`src/rtl/tape_pkg.sv`:
```
// Shared tape definitions: cell symbol encodings and the tape writer state set.
// Used by unary_tape_writer (producer) and the turing consumer.
package tape_pkg;

  localparam logic [1:0] SYMB_A     = 2'b00;
  localparam logic [1:0] SYMB_ADD   = 2'b01;
  localparam logic [1:0] SYMB_BLANK = 2'b10;

  typedef enum logic [2:0] {
    StIdle,
    StRunA,
    StSep,
    StRunB,
    StTerm,
    StClear,
    StFin
  } writer_state_e;

endpackage

```
`src/rtl/unary_tape_writer_if.sv`:
```
// Request/tape-write bundle between the tape writer (master) and its environment (slave).
interface unary_tape_writer_if #(
  parameter int unsigned ADDR_W = 6,
  parameter int unsigned OPW    = 5
);
  logic              start;
  logic [OPW-1:0]    op_a;
  logic [OPW-1:0]    op_b;
  logic              wr_en;
  logic [ADDR_W-1:0] wr_addr;
  logic [1:0]        wr_symb;
  logic              busy;
  logic              done;
  logic              err;

  modport master (
    input  start, op_a, op_b,
    output wr_en, wr_addr, wr_symb, busy, done, err
  );

  modport slave (
    output start, op_a, op_b,
    input  wr_en, wr_addr, wr_symb, busy, done, err
  );
endinterface

```
`src/rtl/unary_tape_writer_emit.sv`:
```
// unary_run_emit: down-counter for a run of consecutive writes plus the shared,
// monotonically incrementing tape address.
module unary_run_emit #(
  parameter int unsigned CNT_W  = 7,
  parameter int unsigned ADDR_W = 6
) (
  input  logic              clk,
  input  logic              rst_n,
  input  logic              clr,
  input  logic              load,
  input  logic [CNT_W-1:0]  load_val,
  input  logic              step,
  output logic [ADDR_W-1:0] addr,
  output logic              last
);
  logic [CNT_W-1:0]  cnt_q, cnt_d;
  logic [ADDR_W-1:0] addr_q, addr_d;

  always_comb begin
    cnt_d  = cnt_q;
    addr_d = addr_q;
    // A load wins over the decrement; the address still advances on that write.
    if (load) begin
      cnt_d = load_val;
    end else if (step) begin
      cnt_d = cnt_q - CNT_W'(1);
    end
    if (clr) begin
      addr_d = '0;
    end else if (step) begin
      addr_d = addr_q + ADDR_W'(1);
    end
  end

  always_ff @(posedge clk or negedge rst_n) begin
    if (!rst_n) begin
      cnt_q  <= '0;
      addr_q <= '0;
    end else begin
      cnt_q  <= cnt_d;
      addr_q <= addr_d;
    end
  end

  assign addr = addr_q;
  assign last = (cnt_q == CNT_W'(1));
endmodule

```
`src/rtl/unary_tape_writer.sv`:
```
// Writes the unary-addition tape (A^a ADD A^b BLANK) one cell per clock, all outputs registered.
// Define TAPE_WRITER_CLEAR_EN to blank the rest of the tape after the terminator.
module unary_tape_writer
  import tape_pkg::*;
#(
  parameter int unsigned TAPE_LEN = 64,
  parameter int unsigned ADDR_W   = 6,
  parameter int unsigned OPW      = 5
) (
  input logic                 clk,
  input logic                 rst_n,
  unary_tape_writer_if.master bus
);
  localparam int unsigned CntW = ((OPW > ADDR_W) ? OPW : ADDR_W) + 1;
  localparam int unsigned SumW = OPW + 2;

  writer_state_e     state_q, state_d;
  logic [OPW-1:0]    op_b_q, op_b_d;
  logic              err_flag_q, err_flag_d;
  logic              wr_en_q, wr_en_d;
  logic [ADDR_W-1:0] wr_addr_q, wr_addr_d;
  logic [1:0]        wr_symb_q, wr_symb_d;
  logic              busy_q, busy_d, done_q, done_d, err_q, err_d;
  logic              emit_clr, emit_load, emit_step, emit_last;
  logic [CntW-1:0]   emit_val;
  logic [ADDR_W-1:0] emit_addr;
  logic [SumW-1:0]   sum;
  logic              ovf;

  assign sum = SumW'(bus.op_a) + SumW'(bus.op_b) + SumW'(2);
  assign ovf = 32'(sum) > TAPE_LEN;

`ifdef TAPE_WRITER_CLEAR_EN
  logic [CntW-1:0] rem;
  // Cells left after the terminator currently being written at emit_addr.
  assign rem = CntW'(TAPE_LEN - 1) - CntW'(emit_addr);
`endif

  unary_run_emit #(
    .CNT_W  (CntW),
    .ADDR_W (ADDR_W)
  ) u_emit (
    .clk      (clk),
    .rst_n    (rst_n),
    .clr      (emit_clr),
    .load     (emit_load),
    .load_val (emit_val),
    .step     (emit_step),
    .addr     (emit_addr),
    .last     (emit_last)
  );

  always_comb begin
    state_d    = state_q;
    op_b_d     = op_b_q;
    err_flag_d = err_flag_q;
    wr_en_d    = 1'b0;
    wr_addr_d  = wr_addr_q;
    wr_symb_d  = SYMB_BLANK;
    busy_d     = 1'b0;
    done_d     = 1'b0;
    err_d      = 1'b0;
    emit_clr   = 1'b0;
    emit_load  = 1'b0;
    emit_val   = '0;
    emit_step  = 1'b0;

    // Every writing state emits one cell at the emitter address this cycle.
    if (state_q inside {StRunA, StSep, StRunB, StTerm, StClear}) begin
      wr_en_d   = 1'b1;
      wr_addr_d = emit_addr;
      busy_d    = 1'b1;
      emit_step = 1'b1;
    end

    unique case (state_q)
      StIdle: begin
        if (bus.start) begin
          op_b_d    = bus.op_b;
          emit_clr  = 1'b1;
          emit_load = 1'b1;
          emit_val  = CntW'(bus.op_a);
          if (ovf) begin
            err_flag_d = 1'b1;
            state_d    = StFin;
          end else begin
            err_flag_d = 1'b0;
            state_d    = (bus.op_a == '0) ? StSep : StRunA;
          end
        end
      end
      StRunA: begin
        wr_symb_d = SYMB_A;
        if (emit_last) state_d = StSep;
      end
      StSep: begin
        wr_symb_d = SYMB_ADD;
        emit_load = 1'b1;
        emit_val  = CntW'(op_b_q);
        state_d   = (op_b_q == '0) ? StTerm : StRunB;
      end
      StRunB: begin
        wr_symb_d = SYMB_A;
        if (emit_last) state_d = StTerm;
      end
      StTerm: begin
        wr_symb_d = SYMB_BLANK;
`ifdef TAPE_WRITER_CLEAR_EN
        emit_load = 1'b1;
        emit_val  = rem;
        state_d   = (rem != '0) ? StClear : StFin;
`else
        state_d   = StFin;
`endif
      end
      StClear: begin
        wr_symb_d = SYMB_BLANK;
`ifdef TAPE_WRITER_CLEAR_EN
        if (emit_last) state_d = StFin;
`else
        state_d = StFin;
`endif
      end
      StFin: begin
        done_d  = 1'b1;
        err_d   = err_flag_q;
        state_d = StIdle;
      end
      default: state_d = StIdle;
    endcase
  end

  always_ff @(posedge clk or negedge rst_n) begin
    if (!rst_n) begin
      state_q    <= StIdle;
      op_b_q     <= '0;
      err_flag_q <= 1'b0;
      wr_en_q    <= 1'b0;
      wr_addr_q  <= '0;
      wr_symb_q  <= SYMB_BLANK;
      busy_q     <= 1'b0;
      done_q     <= 1'b0;
      err_q      <= 1'b0;
    end else begin
      state_q    <= state_d;
      op_b_q     <= op_b_d;
      err_flag_q <= err_flag_d;
      wr_en_q    <= wr_en_d;
      wr_addr_q  <= wr_addr_d;
      wr_symb_q  <= wr_symb_d;
      busy_q     <= busy_d;
      done_q     <= done_d;
      err_q      <= err_d;
    end
  end

  assign bus.wr_en   = wr_en_q;
  assign bus.wr_addr = wr_addr_q;
  assign bus.wr_symb = wr_symb_q;
  assign bus.busy    = busy_q;
  assign bus.done    = done_q;
  assign bus.err     = err_q;
endmodule

```
`src/flat_wrapper.sv`:
```
// flat-port wrapper written by rule: the top's interface ports become plain ports
module unary_tape_writer_flat import tape_pkg::*;
#(
  parameter int unsigned TAPE_LEN = 64,
  parameter int unsigned ADDR_W   = 6,
  parameter int unsigned OPW      = 5
)
  (clk, rst_n, bus_start, bus_op_a, bus_op_b, bus_wr_en, bus_wr_addr, bus_wr_symb, bus_busy, bus_done, bus_err);
  unary_tape_writer_if #(.ADDR_W(ADDR_W), .OPW(OPW)) bus_i ();
  input logic clk;
  input logic rst_n;
  input wire logic [$bits(bus_i.start)-1:0] bus_start;
  input wire logic [$bits(bus_i.op_a)-1:0] bus_op_a;
  input wire logic [$bits(bus_i.op_b)-1:0] bus_op_b;
  output wire logic [$bits(bus_i.wr_en)-1:0] bus_wr_en;
  output wire logic [$bits(bus_i.wr_addr)-1:0] bus_wr_addr;
  output wire logic [$bits(bus_i.wr_symb)-1:0] bus_wr_symb;
  output wire logic [$bits(bus_i.busy)-1:0] bus_busy;
  output wire logic [$bits(bus_i.done)-1:0] bus_done;
  output wire logic [$bits(bus_i.err)-1:0] bus_err;
  assign bus_i.start = bus_start;
  assign bus_i.op_a = bus_op_a;
  assign bus_i.op_b = bus_op_b;
  assign bus_wr_en = bus_i.wr_en;
  assign bus_wr_addr = bus_i.wr_addr;
  assign bus_wr_symb = bus_i.wr_symb;
  assign bus_busy = bus_i.busy;
  assign bus_done = bus_i.done;
  assign bus_err = bus_i.err;
  unary_tape_writer #(.TAPE_LEN(TAPE_LEN), .ADDR_W(ADDR_W), .OPW(OPW)) u_core (.clk(clk), .rst_n(rst_n), .bus(bus_i));
endmodule
```
`config.mk`:
```
export PLATFORM = sky130hd
export DESIGN_NAME = unary_tape_writer_flat
export DESIGN_NICKNAME = d
export VERILOG_FILES = /design/src/rtl/tape_pkg.sv /design/src/rtl/unary_tape_writer_if.sv /design/src/rtl/unary_tape_writer_emit.sv /design/src/rtl/unary_tape_writer.sv /design/src/flat_wrapper.sv
export SDC_FILE = /design/constraint.sdc
export NUM_CORES = 1
export LEC_CHECK = 0
export CORE_ASPECT_RATIO = 0.5
export CORE_MARGIN = 2
export CORE_UTILIZATION = 47
export CTS_CLUSTER_SIZE = 8
export DETAILED_ROUTE_END_ITERATION = 16
export GPL_TIMING_DRIVEN = 1
export PLACE_DENSITY = 0.7
export SLEW_MARGIN = 20
export SYNTH_ARGS = -nofsm -noshare
export SYNTH_HDL_FRONTEND = slang
export SYNTH_HIERARCHICAL = 1
export SYNTH_SLANG_ARGS = --single-unit
```
`constraint.sdc`:
```
create_clock -name clk -period 5.2 [get_ports clk]
set_input_delay 0.52 -clock clk [delete_from_list [all_inputs] [get_ports clk]]
set_output_delay 0.52 -clock clk [all_outputs]
set_load 0.02 [all_outputs]
```
==> results of run 1 <==
==> flip-flops by register name, indices dropped and copies added (netlist names) <==
name                 flops
u_core/bus.busy          1
u_core/err_flag_q        1
u_core/bus.done          1
u_core/bus.err           1
u_core/state_q           3
u_core/u_emit/addr       6
u_core/u_emit/cnt_q      7
u_core/op_b_q            5
u_core/bus.wr_symb       2
u_core/bus.wr_addr       6
==> area by class of cell <==
cell class	instances	area, sq um
fill	316	1560
multi-input combinational	127	967
sequential	33	827
timing repair buffer	26	255
clock buffer	5	68.8
tap	54	67.6
clock inverter	3	65.1
inverter	14	52.6
==> critical path, cell delays in order <==
cell and delay, ps:
clkdlybuf4s50_1 510, inv_1 60, ha_1 280, inv_1 50
ha_1 170, inv_1 60, fa_1 390, xor2_1 180
nand3_2 120, o21ai_1 100, a221oi_2 420, mux2_4 220
==> power groups by stage <==
stage          logic [mW]  registers, mW  clock network [mW]
5_1_grt             0.651          0.491               0.300
4_1_cts             0.592          0.475               0.290
2_1_floorplan       0.430          0.477                   0
6_report            0.588          0.476               0.282
3_5_place_dp        0.588          0.477                   0
3_3_place_gp        0.575          0.473                   0
==> cells by family (layout without fill, tap and decap cells) <==
| kind of cell | after synthesis | in the layout | synth area share, % |
|---|---|---|---|
| mux | 13 | 13 | 7.92 |
| flops | 33 | 33 | 44.0 |
| simple gates | 56 | 56 | 15.9 |
| compound gates | 34 | 34 | 14.0 |
| buf+inv | 20 | 48 | 4.79 |
| fa+ha+maj | 13 | 13 | 9.05 |
| other cells | 1 | 2 | 0.199 |
| xor+xnor | 9 | 9 | 4.19 |
==> per-layer routing <==
layer  global-route usage [%]  share of wire [%]
met1                     20.7                 47
met2                     27.6                 49
met5                        0                  0
met3                     4.21                4.3
met4                     3.68               0.23
==> metrics by stage <==
step,worst slack [ps],cells,hold WS [ps]
after floorplan,2770,180,224
final,2330,262,490
after global placement,2140,254,474
after CTS,2350,262,497
after detailed placement,2060,254,481
after global routing,2210,262,518
==> path summary, 6_finish.rpt <==
kind	from	end	slack, ps
min in group asynchronous	rst_n	u_core/op_b_q[0]	640
setup reg to reg	u_core/state_q[2]	u_core/u_emit/cnt_q[5]	3010
setup / recovery	bus_op_a[1]	u_core/err_flag_q	2330
max in group asynchronous	rst_n	u_core/bus.wr_symb[1]	4240
hold / removal	u_core/bus.wr_addr[2]	u_core/bus.wr_addr[2]	490
hold reg to reg	u_core/bus.wr_addr[2]	u_core/bus.wr_addr[2]	490
==> placed cells by master, fill, tap and decap left out, types with 2 or more instances in the layout <==
| master | synthesis | layout |
|---|---|---|
| nor3_1 | 5 | 5 |
| xor2_1 | 5 | 5 |
| or4_4 | 2 | 2 |
| buf_4 | 1 | 2 |
| xnor2_1 | 4 | 4 |
| dfrtp_1 | 32 | 32 |
| nand2_1 | 14 | 14 |
| nor2_1 | 15 | 15 |
| clkdlybuf4s50_1 | 0 | 24 |
| and2_1 | 3 | 3 |
| inv_2 | 2 | 2 |
| clkbuf_8 | 0 | 5 |
| o31ai_2 | 2 | 2 |
| o21ai_0 | 10 | 10 |
| nor3b_1 | 2 | 2 |
| nand4_1 | 2 | 2 |
| a21oi_1 | 5 | 5 |
| bufinv_16 | 0 | 2 |
| a21o_1 | 3 | 3 |
| inv_1 | 12 | 12 |
| mux2_1 | 11 | 11 |
| nand2b_1 | 2 | 2 |
| conb_1 | 1 | 2 |
| ha_1 | 12 | 12 |
| a22o_1 | 5 | 5 |
| or3_1 | 2 | 2 |
==> metrics, run 1 <==
status=finished clean; RSZ-0062 raised after global routing=false; setup TNS=0 ps; clk buf depth=2; Hold Path Stages=1; crit path kind=in -> reg; Synth Instances=179; Post-CTS Setup Bufs=0; Die H=slightly below 50 um; cell area after synthesis=1880 sq um; top_reg_cell synth=dfrtp_1; Seq pwr share=a little over a third; sw frac=a little under two fifths; number of global-route vias before repair=around 1.3k; Worst Skew=slightly below 7 ps; Max Freq=about 350 MHz; flip-flop and latch count after synthesis=33; post-route cell area=2300 sq um; top-area cell type share of the netlist area=around 43%; Seq/Total Area, Yosys=between 40% and 50%; post-CTS sizing=0; Gate power share=a little over two fifths; Total Routed Length=around 3.5 mm; TritonCTS clock tree=yes; H-tree levels=2; ANT cells=0; clock power share=about a fifth; Initial DRC Count=38; post-DR wirelength/cell=between 10 and 15 um; NetSw=roughly 0.50 mW; First-pass DRT Iterations=4; Vias per Instance=about 5.2; final hold violation count=0; CP Capture Type=flip-flop; fin crit share=between 50% and 60%; drc violations=0; Final Max Slew Viols=0; Design Power=between 1 and 1.5 mW; initial core utilization=around half; I/O Buffers=24; max_cap viols=0; PwrDens=about 580 nW/um^2; clk root buf=clkbuf_8; antenna violations before repair=0; VDD IR max=roughly 0.19 mV; worst r2r path cells=7; Mean Syn Cell Area=10.5 sq um; post-DP HPWL=approximately 2.5 mm; largest net degree at the start of global routing=34; Lkg Pwr=roughly 1.0 nW; Max Fanout on Critical Path=4; Clock Sinks=33; die area=between 4000 and 5000 sq um; Area contributors post-synth=dfrtp_1 43%, ha_1 8.0%, mux2_1 6.6%, nor2_1 3.0%, nand2_1 2.8%; Post-synth EDFFs=0; post-route ant nets=0; worst rel slew slack=between 40 and 50%; share of layout cells above drive strength 1=around an eighth; clk_lat worst skew=280 ps; gr ovfl total=0; clock-pin transition on the worst setup and hold timing paths=~70 ps; chip width=93.5 um; Syn-to-layout area delta=22.5%; number of buffers created by CTS=5; worst hold-check path type=reg -> reg; Distinct cells, synth=48; first-pass GRT wire length=5.78 mm; Ys Warns=6; Power Internal=~0.85 mW; Synth top cells by count=32 x dfrtp_1, 15 x nor2_1, 14 x nand2_1, 12 x ha_1, 12 x inv_1; placed inst area=~2200 sq um; core area=approximately 3900 sq um; area leader, netlist=dfrtp_1; Worst Tran Pin Value=755 ps; Synth async-reset ratio=100%; WP data arrival=3090 ps; gpl congestion=0.800; Finished Core Util=between 50 and 60%; startpoint types=input pin; final period demand of the worst path=between 2000 and 3000 ps; row count=16; nets=~230; most frequent cell after synthesis=dfrtp_1; Hold-fix buffers, CTS=0; Final setup viols=0; IO Count=25; Worst EP required=5420 ps; GRT Total Usage=around 16%; via count=~1.4k
(Power assumes the default switching activity.)
==> run 2, diff against run 1 <==
--- a/config.mk
+++ b/config.mk
@@ -11,7 +11,7 @@
 export CTS_CLUSTER_SIZE = 8
 export DETAILED_ROUTE_END_ITERATION = 16
 export GPL_TIMING_DRIVEN = 1
-export PLACE_DENSITY = 0.7
+export PLACE_DENSITY = 0.73
 export SLEW_MARGIN = 20
 export SYNTH_ARGS = -nofsm -noshare
 export SYNTH_HDL_FRONTEND = slang
==> constraint.sdc (replaced) <==
create_clock -name clk -period 2.3 [get_ports clk]
set_input_delay 0.23 -clock clk [delete_from_list [all_inputs] [get_ports clk]]
set_output_delay 0.23 -clock clk [all_outputs]
set_load 0.02 [all_outputs]
==> run 2 against run 1 <==
Clock skew is 3.4 ps lower. Final area is 4.6% higher. Critical path depth is 2 lower. Total power is 120% higher. Utilization is 2.7 points higher. Critical endpoint unchanged. Via count is 0.81% higher. Combinational power is 140% higher. Worst setup slack worse by 2300 ps.
==> metrics, run 2 (synthesis results as in run 1) <==
Vias per Instance=5.05 (was 5.20); number of flip-flops in the largest register=7 (unchanged); VDD IR max=0.372 mV (was 0.191 mV); Clock Sinks=33 (unchanged); gpl congestion=0.809 (was 0.800); Crit. Startpoint=bus_op_b[0] (was bus_op_a[1]); Fill cells=313 (was 316); worst rel slew slack=63.3% (was 49.7%); WP data arrival=2420 ps (was 3090 ps); CP Cell Sequence=clkdlybuf4s50_1 > ha_2 > ha_4 > inv_1 > fa_2 > xor2_2 > nand3_4 > o41ai_4 > a221oi_4 > mux2_4 (was clkdlybuf4s50_1 > inv_1 > ha_1 > inv_1 > ha_1 > inv_1 > fa_1 > xor2_1 > nand3_2 > o21ai_1 > a221oi_2 > mux2_4); Syn-to-layout area delta=28.1% (was 22.5%); share of layout cells above drive strength 1=19.7% (was 12.5%); first-pass GRT wire length=6.28 mm (was 5.78 mm); Die H=48.7 um (unchanged); worst hold-check path type=in -> reg (was reg -> reg); First-pass DRT Iterations=4 (unchanged); final hold violation count=0 (unchanged); nets=243 (was 233); Total Routed Length=3.64 mm (was 3.45 mm); Max Freq=444 MHz; fin crit share=97.9%; R2R setup slack=200 ps (was 3010 ps); Worst R2R Start=u_core/u_emit/cnt_q[4] (was u_core/state_q[2]); post-route ant nets=0 (unchanged); setup TNS=0 ps (unchanged); Reg with most FFs=u_core/u_emit/cnt_q (unchanged); Worst EP required=2470 ps (was 5420 ps); drc violations=0 (unchanged); GRT Total Usage=17.7% (was 16.1%); chip width=93.5 um (unchanged); number of global-route vias before repair=1358 (was 1308); IO Count=25 (unchanged); I/O Buffers=24 (unchanged); via count=1373 (was 1362); worst hold slack=285 ps (was 490 ps); startpoint types=input pin (unchanged); clock-pin transition on the worst setup and hold timing paths=70 ps (about the same); max_cap viols=0 (unchanged); Initial DRC Count=38 (unchanged); Final Max Slew Viols=0 (unchanged); die area=4550 sq um (unchanged); post-DP HPWL=2.58 mm (was 2.52 mm); H-tree levels=2 (unchanged); ANT cells=0 (unchanged); Lkg Pwr=1.09 nW (was 1.03 nW); Crit-path slowest cell=clkdlybuf4s50_1 (unchanged); antenna violations before repair=0 (unchanged); clk_lat worst skew=280 ps (about the same); clk buf depth=2 (unchanged); Hold Path Stages=2 (was 1); PwrDens=1220 nW/um^2 (was 584 nW/um^2); Worst Tran Pin Value=551 ps (was 755 ps); Worst Skew=3.45 ps (was 6.83 ps); CP Capture Type=flip-flop (unchanged); status=finished clean (unchanged); r2r endpoint=u_core/state_q[1] (was u_core/u_emit/cnt_q[5]); Final setup viols=0 (unchanged); placed inst area=2240 sq um (was 2170 sq um); initial core utilization=48.7% (unchanged); most common cell after layout, fill and taps aside=dfrtp_1 (unchanged); clk root buf=clkbuf_8 (unchanged); TritonCTS clock tree=yes (unchanged); row count=16 (unchanged); Min-Delay Startpoint=bus_op_b[2] (was u_core/bus.wr_addr[2]); WHS Endpoint=u_core/op_b_q[2] (was u_core/bus.wr_addr[2]); crit path kind=in -> reg (unchanged); core area=3860 sq um (unchanged); number of buffers created by CTS=5 (unchanged); post-route cell area=2410 sq um (was 2300 sq um); gr ovfl total=0 (unchanged); slowest cell delay on critical path=480 ps (was 510 ps); final period demand of the worst path=2250 ps; post-DR wirelength/cell=13.4 um (was 13.2 um); worst r2r path cells=7 (unchanged); largest net degree at the start of global routing=34 (unchanged); highest-count cells in the layout ignoring fill and taps=32 x dfrtp_1, 20 x clkdlybuf4s50_1, 15 x nor2_1, 14 x nand2_1 (was 32 x dfrtp_1, 24 x clkdlybuf4s50_1, 15 x nor2_1, 14 x nand2_1); Max Fanout on Critical Path=4 (unchanged)
-- run 2: cell count changes in the layout (fill, tap and decap cells not counted), moves of 2 or more --
cell             change
clkbuf_8             +2
ha_4                 +2
ha_1                 -3
bufinv_16            -2
clkdlybuf4s50_1      -4
dlygate4sd2_1        +3
o21ai_2              +2
buf_4               +10
-- run 2: layout make-up --
cell class	instances	area, sq um	area share (%)
multi-input cells	127	1030	42.8
flip-flops and latches	33	827	34.3
clock buffers	7	96.3	4.00
clock inverters	1	5.00	0.208
repair buffers	36	329	13.7
well taps	54	67.6	2.81
inverters	14	52.6	2.18
-- run 2: stage by stage --
step	util [%]	setup slack [ps]	total power, mW	instances
floorplan	-	164	2.05	180
global placement	57.9	-444	2.39	263
detailed placement	57.9	-508	2.44	263
CTS	61.5	16.5	2.94	272
global route	62.3	-31.7	3.18	272
finish	62.3	48.7	2.94	272
-- run 2: report_power, final --
| group | total [mW] | switching [mW] | leakage [nW] | internal, mW |
|---|---|---|---|---|
| clock network | 0.469 | 0.199 | 0.0542 | 0.270 |
| logic | 1.39 | 0.717 | 0.625 | 0.676 |
| registers | 1.07 | 0.231 | 0.412 | 0.842 |
-- run 2: worst max path at each step --
stage / to / slack (ps) / cells past startpoint
global placement: u_core/err_flag_q / -440 / 12
detailed placement: u_core/err_flag_q / -510 / 12
finish: u_core/err_flag_q / 50 / 10
CTS: u_core/err_flag_q / 20 / 10
global route: u_core/err_flag_q / -30 / 9
floorplan: u_core/err_flag_q / 160 / 11
-- run 2: critical path, delay by kind of cell --
kind                     cells  cell delay (ps)
adder cells (fa/ha/maj)      3              700
AND/OR/NAND/NOR              1              130
multiplexers                 1              270
XOR/XNOR                     1              200
AO/OA/AOI/OAI                2              380
buffers and inverters        2              530
-- run 2: repair_timing --
action                                  in CTS  in global routing
pin swaps                                    6                  4
endpoints found under the hold margin        0                  0
endpoints found under the setup margin       4                  4
hold buffers                                 0                  0
resized for setup                           10                  5
setup buffers                                2                  0
-- run 2: per-layer routing --
metal  share of wire [%]  global-route usage (%)  vias up
li1                    -                       -      692
met1                  48                    22.6      660
met2                  49                    29.7       19
met3                 2.9                    4.67        2
met4                0.47                    5.15        0
met5                   0                       0        -
==> edit: new RTL, flow settings as in run 2 <==
`ADDR_W` is set to 6 in 4 places; all go to 4.
--- a/src/rtl/unary_tape_writer_if.sv
+++ b/src/rtl/unary_tape_writer_if.sv
@@ -1,5 +1,5 @@
 // Request/tape-write bundle between the tape writer (master) and its environment (slave).
 interface unary_tape_writer_if #(
-  parameter int unsigned ADDR_W = 6,
+  parameter int unsigned ADDR_W = 4,
   parameter int unsigned OPW    = 5
 );
--- a/src/rtl/unary_tape_writer_emit.sv
+++ b/src/rtl/unary_tape_writer_emit.sv
@@ -3,5 +3,5 @@
 module unary_run_emit #(
   parameter int unsigned CNT_W  = 7,
-  parameter int unsigned ADDR_W = 6
+  parameter int unsigned ADDR_W = 4
 ) (
   input  logic              clk,
--- a/src/rtl/unary_tape_writer.sv
+++ b/src/rtl/unary_tape_writer.sv
@@ -5,5 +5,5 @@
 #(
   parameter int unsigned TAPE_LEN = 64,
-  parameter int unsigned ADDR_W   = 6,
+  parameter int unsigned ADDR_W   = 4,
   parameter int unsigned OPW      = 5
 ) (
--- a/src/flat_wrapper.sv
+++ b/src/flat_wrapper.sv
@@ -3,5 +3,5 @@
 #(
   parameter int unsigned TAPE_LEN = 64,
-  parameter int unsigned ADDR_W   = 6,
+  parameter int unsigned ADDR_W   = 4,
   parameter int unsigned OPW      = 5
 )
Interface: changed (resized bus_wr_addr); port bits go from 25 to 23. No check against the original RTL was run, so the function may have changed too.
==> edit against run 2 <==
  * Critical path depth increased by 2
  * Die area is 11% lower
  * Routed wire length is 11% lower
  * Design area down 12%
  * Hold slack improved by 30 ps
  * Total power is 9.2% lower
  * Synthesized area fell by 11%
  * Clock power down 16%
  * Worst setup slack gained 57 ps
  * Sequential cell count shrank 5
  * Sequential power shrank 16%
  * Largest power group unchanged
==> edit: results <==
export IMPL_synthArstFlopShare_pct=100
export IMPL_yosysSeqAreaShare_pct=42.1
export IMPL_syn_instance_count=172
export IMPL_drt_iter0_markers=95
export IMPL_fin_cells=257
export IMPL_crit_path_max_incr_delay_ps=340
export IMPL_antenna_found_initial=0
export IMPL_drive_gt1_share_pct=20.4
export IMPL_critPathLaunch="bus_op_a[1]"
export IMPL_dpl_instance_area_um2=2000
export IMPL_nFillCells=281
export IMPL_place_inst=252
export IMPL_p_leak_nw=0.978
export IMPL_setup_viol=0
export IMPL_h_tree_depth=1
export IMPL_gp_congestion=0.831
export IMPL_via_count=1302
export IMPL_synthTopCellsByCount="dfrtp_1 (27), nand2_1 (24), nor2_1 (15), inv_1 (14), ha_1 (12)"
export IMPL_cp_slowest_cell="fa_2"
export IMPL_crit_fanout=3
export IMPL_grt_pass1_vias=1149
export IMPL_hp_class="in2async"
export IMPL_ys_top_cells_by_area="dfrtp_1 (40%), ha_1 (9.0%), nand2_1 (5.4%)"
export IMPL_cts_root_buf="clkbuf_8"
export IMPL_outcome="complete, no violations"
export IMPL_portBuffers=22
export IMPL_grt_max_degree=29
export IMPL_grtUsageTotal_pct=16.8
export IMPL_wl_per_cell_um=12.6
export IMPL_reg2reg_slack_ps=420
export IMPL_peakVddDrop_uv=477
export IMPL_clk_pin_slew_ps=100
export IMPL_grt_pass1_wl_um=5090
export IMPL_arrival_ps=2360
export IMPL_timing_rr_start="u_core/u_emit/cnt_q[2]$_DFFE_PN0P_"
export IMPL_final_net_count=233
export IMPL_skew_ps=3.32
export IMPL_hpwlAfterDp_um=2460
export IMPL_yosysUniqueCellTypes=47
export IMPL_crit_end="u_core/err_flag_q$_DFFE_PN0P_"
export IMPL_cpLargestDelayFamily="adder cells"
export IMPL_cts_buffers=3
export IMPL_switching_share_pct=39.1
export IMPL_r2r_end="u_core/state_q[2]$_DFFE_PN0P_"
## edit: changes by cell type in the layout (fill, tap and decap cells not counted), sizes merged, moves of 3 or more
cell,change
a22o,-5
a22oi,+5
and2,-3
buf,+4
clkbuf,-4
clkdlybuf4s50,-4
dfrtp,-5
mux2,-5
nand2,+9
nor3,-4
## edit: per-layer routing
layer	vias to the layer above	share of wire, %	track usage [%]
li1	654	-	-
met1	609	49	23.9
met2	37	46	25.7
met3	2	4.5	3.76
met4	0	0.46	5.45
met5	-	0	0
## edit: what timing repair did
item	in CTS	in global routing
resized for setup	9	8
endpoints found under the setup margin	4	4
buffers inserted	1	0
pin swaps	7	4
## edit: stage by stage
step                util (%)  hold WS (ps)  setup slack, ps
finish                  62.3           315              105
global route            62.3           352            -49.8
CTS                     61.2           327             19.5
detailed placement      58.6           465             -660
global placement        58.6           459             -563
floorplan                  -         -65.6             69.4
## edit: final cells by class
class / instances / area share [%]
Clock inverter: 1 / 1.41
Timing Repair Buffer: 38 / 16.0
Multi-Input combinational cell: 122 / 42.2
Clock buffer: 3 / 1.94
Inverter: 14 / 2.47
Tap cell: 51 / 3.00
Sequential cell: 28 / 33.0
## edit: logic make-up (layout without fill, tap and decap cells)
group           count (synthesis)  count (layout)  share of synthesized area, %
mux                             8               8                          5.32
compound gates                 30              30                          11.8
other cells                     1               1                         0.225
flops                          28              28                          42.1
xor+xnor                        8               8                          4.20
fa+ha+maj                      13              13                          10.2
buf+inv                        22              56                          7.05
simple gates                   62              62                          19.2
## edit: power by group through the flow
stage | registers [mW] | logic, mW | clock network [mW]
after floorplan | 0.937 | 0.957 | 0
after CTS | 0.903 | 1.36 | 0.393
after global placement | 0.899 | 1.31 | 0
after global routing | 0.931 | 1.53 | 0.411
final | 0.902 | 1.37 | 0.395
after detailed placement | 0.912 | 1.35 | 0
